$ cat config.mk
export PLATFORM = sky130hd
export DESIGN_NAME = multu_seq
export DESIGN_NICKNAME = d
export VERILOG_FILES = /design/src/rtl/multu_seq.sv
export SDC_FILE = /design/constraint.sdc
export NUM_CORES = 1
export LEC_CHECK = 0
export BUFFER_PORTS_ARGS = -buffer_cell sky130_fd_sc_hd__buf_4
export CORE_UTILIZATION = 62
export DETAILED_ROUTE_END_ITERATION = 7
export HOLD_SLACK_MARGIN = 0.15
export PLACE_DENSITY = 0.82
export SYNTH_ARGS = -nofsm -noshare
export SYNTH_HDL_FRONTEND = slang
export SYNTH_SLANG_ARGS = --single-unit
$ cat constraint.sdc
create_clock -name clk -period 4.4 [get_ports clk]
set_input_delay 0.88 -clock clk [delete_from_list [all_inputs] [get_ports clk]]
set_output_delay 0.88 -clock clk [all_outputs]
set_load 0.01 [all_outputs]
$ cat src/rtl/multu_seq.sv
// ---------------------------------------------------------------------------
// multu_seq -- sequential 32x32 -> 64-bit shift-add multiplier for the ALU.
//
// A request with an accepted function code latches the operands, then
// performs one shift-add step per clock for 32 clocks and publishes the
// product on hi/lo with a one-cycle done pulse.
//
// Ports:
//   clk    in   1   clock, all state changes on the rising edge
//   rst_n  in   1   asynchronous active-low reset
//   start  in   1   one-cycle request, honoured only while idle
//   ctl    in   6   function code: 6'd25 MULTU, 6'd24 MULT (signed build only)
//   a      in  32   multiplicand
//   b      in  32   multiplier
//   busy   out  1   high while a multiply is running or completing
//   done   out  1   one-cycle completion pulse, coincident with new hi/lo
//   hi     out 32   upper product word (held until the next completion)
//   lo     out 32   lower product word (held until the next completion)
//
// Build option:
//   MULT_SIGNED_EN -- when defined, ctl=6'd24 runs a signed multiply by
//   multiplying magnitudes and negating the result when the operand signs
//   differ. When undefined, ctl=6'd24 is ignored like any other code.
// ---------------------------------------------------------------------------
module multu_seq (
    input  logic        clk,
    input  logic        rst_n,
    input  logic        start,
    input  logic [5:0]  ctl,
    input  logic [31:0] a,
    input  logic [31:0] b,
    output logic        busy,
    output logic        done,
    output logic [31:0] hi,
    output logic [31:0] lo
);

    localparam logic [5:0] CTL_MULTU = 6'd25;
`ifdef MULT_SIGNED_EN
    localparam logic [5:0] CTL_MULT  = 6'd24;
`endif

    typedef enum logic [1:0] {
        ST_IDLE = 2'd0,
        ST_RUN  = 2'd1,
        ST_DONE = 2'd2
    } state_t;

    state_t      state_q;
    logic [31:0] mcand_q;
    logic [31:0] mplr_q;
    logic [63:0] acc_q;
    logic [4:0]  cnt_q;
    logic        busy_q;
    logic        done_q;
    logic [31:0] hi_q;
    logic [31:0] lo_q;

    logic        accept_d;
    logic [31:0] mcand_d;
    logic [31:0] mplr_d;
    logic [32:0] sum_d;
    logic [63:0] acc_d;
    logic [63:0] prod_d;

`ifdef MULT_SIGNED_EN
    logic        neg_q;
    logic        neg_d;

    // Magnitude of a two's-complement word; 0x80000000 maps to itself,
    // which is the correct unsigned magnitude.
    function automatic logic [31:0] abs32(input logic [31:0] v);
        if (v[31]) begin
            return (~v) + 32'd1;
        end else begin
            return v;
        end
    endfunction
`endif

    // Decode whether this cycle's request is accepted and what gets latched.
    always_comb begin
        accept_d = 1'b0;
        mcand_d  = a;
        mplr_d   = b;
`ifdef MULT_SIGNED_EN
        neg_d    = 1'b0;
`endif
        if ((state_q == ST_IDLE) && start) begin
            case (ctl)
                CTL_MULTU: begin
                    accept_d = 1'b1;
                end
`ifdef MULT_SIGNED_EN
                CTL_MULT: begin
                    accept_d = 1'b1;
                    mcand_d  = abs32(a);
                    mplr_d   = abs32(b);
                    neg_d    = a[31] ^ b[31];
                end
`endif
                default: begin
                    accept_d = 1'b0;
                end
            endcase
        end else begin
            accept_d = 1'b0;
        end
    end

    // One shift-add step: conditionally add the multiplicand into the upper
    // half with a carry bit, then shift carry/upper/lower right by one.
    always_comb begin
        sum_d = {1'b0, acc_q[63:32]};
        if (mplr_q[0]) begin
            sum_d = {1'b0, acc_q[63:32]} + {1'b0, mcand_q};
        end else begin
            sum_d = {1'b0, acc_q[63:32]};
        end
        acc_d = {sum_d, acc_q[31:1]};
    end

    // Final product as published on hi/lo.
    always_comb begin
        prod_d = acc_q;
`ifdef MULT_SIGNED_EN
        if (neg_q) begin
            prod_d = (~acc_q) + 64'd1;
        end else begin
            prod_d = acc_q;
        end
`endif
    end

    // Control FSM with datapath registers and registered outputs.
    always_ff @(posedge clk or negedge rst_n) begin
        if (!rst_n) begin
            state_q <= ST_IDLE;
            mcand_q <= 32'd0;
            mplr_q  <= 32'd0;
            acc_q   <= 64'd0;
            cnt_q   <= 5'd0;
            busy_q  <= 1'b0;
            done_q  <= 1'b0;
            hi_q    <= 32'd0;
            lo_q    <= 32'd0;
`ifdef MULT_SIGNED_EN
            neg_q   <= 1'b0;
`endif
        end else begin
            case (state_q)
                ST_IDLE: begin
                    done_q <= 1'b0;
                    if (accept_d) begin
                        mcand_q <= mcand_d;
                        mplr_q  <= mplr_d;
                        acc_q   <= 64'd0;
                        cnt_q   <= 5'd0;
                        busy_q  <= 1'b1;
`ifdef MULT_SIGNED_EN
                        neg_q   <= neg_d;
`endif
                        state_q <= ST_RUN;
                    end else begin
                        busy_q  <= 1'b0;
                        state_q <= ST_IDLE;
                    end
                end
                ST_RUN: begin
                    acc_q  <= acc_d;
                    mplr_q <= {1'b0, mplr_q[31:1]};
                    cnt_q  <= cnt_q + 5'd1;
                    busy_q <= 1'b1;
                    done_q <= 1'b0;
                    // The counter reads 31 while the 32nd step is applied.
                    if (cnt_q == 5'd31) begin
                        state_q <= ST_DONE;
                    end else begin
                        state_q <= ST_RUN;
                    end
                end
                ST_DONE: begin
                    // Any start seen here is dropped: only IDLE accepts work.
                    hi_q    <= prod_d[63:32];
                    lo_q    <= prod_d[31:0];
                    done_q  <= 1'b1;
                    busy_q  <= 1'b0;
                    state_q <= ST_IDLE;
                end
                default: begin
                    busy_q  <= 1'b0;
                    done_q  <= 1'b0;
                    state_q <= ST_IDLE;
                end
            endcase
        end
    end

    assign busy = busy_q;
    assign done = done_q;
    assign hi   = hi_q;
    assign lo   = lo_q;

endmodule

==> flow_summary_export.csv <==
group,metric,value,unit
finish,final_common_cell,"dfrtp_1",
timing,rsz0062_at_grt,"false",
grt,antenna_found_initial,0,
floorplan,dieArea,15860,um^2
routing,first_pass_iters,6,
finish,final_cell_mix,"dfrtp_1, buf_4, mux2_2",
clock_network,cts_made_buffers,21,
pwr,clock_power_share,29.1,%
finish,fin_area,11370,um^2
setup_path,cp.required,4710,ps
clock_network,clkTransAtPathRegs,60,ps
routing,post_drt_wl_per_cell,18.07,um
grt,gr-total-overflow,0,
synth,syn_inst,819,
setup_path,worst-path-max-fanout,5,
timing,setup_viol,0,
finish,diodes,0,
synth,ys_warn_count,0,
placed_design,dpl_worst_slack,1127,ps
timing,hold_viol_final,0,
synth,synthArstFlopShare,100.0,%
pwr,power.switching,1950,uW
synth,synth-edff-count,0,
timing,whs,455.9,ps
timing,drv_slew,0,
setup_path,reg2reg_from,"acc_q[32]",
pwr,switching_share,31.73,%
timing,setup_tns,0,ps
finish,finalNonFillerCells,1136,
setup_path,end_kind,"flop",
clock_network,cts_resized,0,
clock_network,post_cts_buffers,0,
setup_path,ff2ff_path_depth,10,
setup_path,critPathKind,"flop to flop",
setup_path,start_kind,"flop",
floorplan,design.core.area,14750,um^2
synth,synth_cell_types,61,
timing,skew,9.089,ps
pwr,power_density,540.4,nW/um^2
clock_network,clock_path_buffers,3,
synth,seq_area_frac_synth,52.82,%
clock_network,h-tree-depth,1,
timing,timing.final.crit_share,63.64,%
timing,setup_ws,1600,ps
routing,wl,20.53,mm
min_path,hp-class,"input port to asynchronous set/reset pin",
timing,max_freq,357.2,MHz
run,maxCapViolations,0,
clock_network,cts_sinks,201,
floorplan,io_pins,139,
pwr,p_seq_share,43.7,%
routing,drtIter0Drc,454,
grt,grt_max_degree,127,
finish,fillers,941,
synth,avgSynthCellArea,11.63,um^2
clock_network,insertion_delay,490,ps
synth,synth_area,9523,um^2
synth,synthFlopType,"dfrtp_1",
pwr,vdd_ir_drop_max,351.8,uV
clock_network,hold_buffers,0,
pwr,leakagePower,0.005484,uW
placed_design,hpwl,13.73,mm
placed_design,placedCellCount,1099,
floorplan,die_y,125.9,um
timing,worst_pin_slew,1091,ps
finish,drive_gt1_share,30.04,%
finish,areaGrowthSynthToFinish,19.43,%
clock_network,root_buffer,"clkbuf_16",
routing,ant_nets,0,
pwr,power_frac_comb,27.2,%
timing,fin_crit,2800,ps
placed_design,post_dp_cell_area,10680,um^2
routing,route.detailed.drc,0,
grt,grt_pass1_vias,7026,
placed_design,routabilityCongestion,0.9345,
grt,track_usage,26.41,%
floorplan,row_count,44,
floorplan,start_util,64.54,%
synth,synth_nets,927,
floorplan,fp.dieW,125.9,um
setup_path,arrival,3110,ps
synth,ys_seq_elements,201,
setup_path,critPathLaunch,"acc_q[32]",
routing,via_per_inst,6.111,
timing,timing.slew.headroom,27.16,%
pwr,intPower,4196,uW
placed_design,port_buffers,138,
routing,num_vias,6942,
finish,num-nets-final,1046,
grt,grt_pass1_wl,34.36,mm
run_status,status,"complete, no violations",
clock_network,cts_tree,"built",
-- synth_stat cells (all sizes together) (2+ instances only) --
cell type  number  area [um^2]
ha             34        425.4
o211ai          3        22.52
o311ai          2        17.52
and3            7        43.79
clkbuf         41        153.9
a22o           35        306.5
nand2b          3        18.77
nand4          12        75.07
a31oi           3        25.02
a21oi          40        211.5
nor3           11        60.06
mux2i          39        390.4
a21o            7        52.55
a211oi          3        22.52
nand3          13        65.06
mux2           97         1096
o21a            5        37.54
nor2b           2        12.51
nand2          69        259.0
xor2            9        78.83
and2            4        27.53
xnor2          13        113.9
o21ai          79        399.1
nor2           21        78.83
o31ai           2        15.01
a22oi          19        142.6
inv             7        26.28
a221oi          6        70.07
dfrtp         201         5030
o21bai          5        37.54
buf             7        30.02
-- cells by family after synthesis --
kind of cell	synth area share, %
AOI/OAI and AO/OA	15.29
xor gates and xnor gates	2.023
adders and majority gates	4.677
buffers and inverters	2.207
DFF	52.82
muxes	15.61
and+or+nand+nor	7.371
-- routing by layer --
layer | GRT usage, % | wire length, um | vias up
met5 | 0 | 0 | -
met4 | 6.520 | 379 | 0
met3 | 4.885 | 1031 | 31
met2 | 44.49 | 10210 | 195
met1 | 35.58 | 8905 | 3470
li1 | - | - | 3246
-- through the flow --
step                util [%]  total power, uW
global route           77.09             6485
CTS                    77.09             6173
finish                 77.09             6146
detailed placement     72.36             4354
global placement       72.36             4237
floorplan                  -             3752
-- worst max-delay path, stage by stage, from the launching register on --
cell and delay [ps]:
dfrtp_1 410, ha_1 240, fa_1 450, a211oi_1 260, nor2_1 100, o21ai_0 300, a31oi_2 200, a21oi_1 300
o21bai_1 120, xnor2_1 140, o21ai_0 100
-- sequential cells by signal, indices dropped and copies added, names as in the netlist --
name and cells:
acc_q 64, hi 32, lo 32, mcand_q 32, mplr_q 32, cnt_q 5, state_q 2, busy 1
done 1
-- layout make-up --
class | instances | area (um^2) | area share (%)
flip-flops and latches | 201 | 5030 | 44.22
multi-input cells | 563 | 4303 | 37.83
repair buffers | 144 | 1087 | 9.560
clock buffers | 29 | 575.6 | 5.061
well taps | 184 | 230.2 | 2.024
clock inverters | 8 | 121.4 | 1.067
inverters | 7 | 26.28 | 0.2310
-- power by group through the flow --
| stage | Combinational (uW) | Clock [uW] | Sequential, uW |
|---|---|---|---|
| final | 1670 | 1790 | 2680 |
| after global routing | 1850 | 1890 | 2740 |
| after CTS | 1670 | 1820 | 2680 |
| after detailed placement | 1650 | 0 | 2700 |
| after global placement | 1570 | 0 | 2670 |
| after floorplan | 1120 | 0 | 2630 |
-- path summary, 6_finish.rpt --
kind                       slack (ps)         to
min reg2reg                       480  mplr_q[0]
max in group asynchronous        2700   acc_q[3]
min                               460     hi[18]
max reg2reg                      1600  acc_q[55]
max                              1600  acc_q[55]
min in group clk                  480  mplr_q[0]
Note: power is estimated with default switching activity, not from simulation.
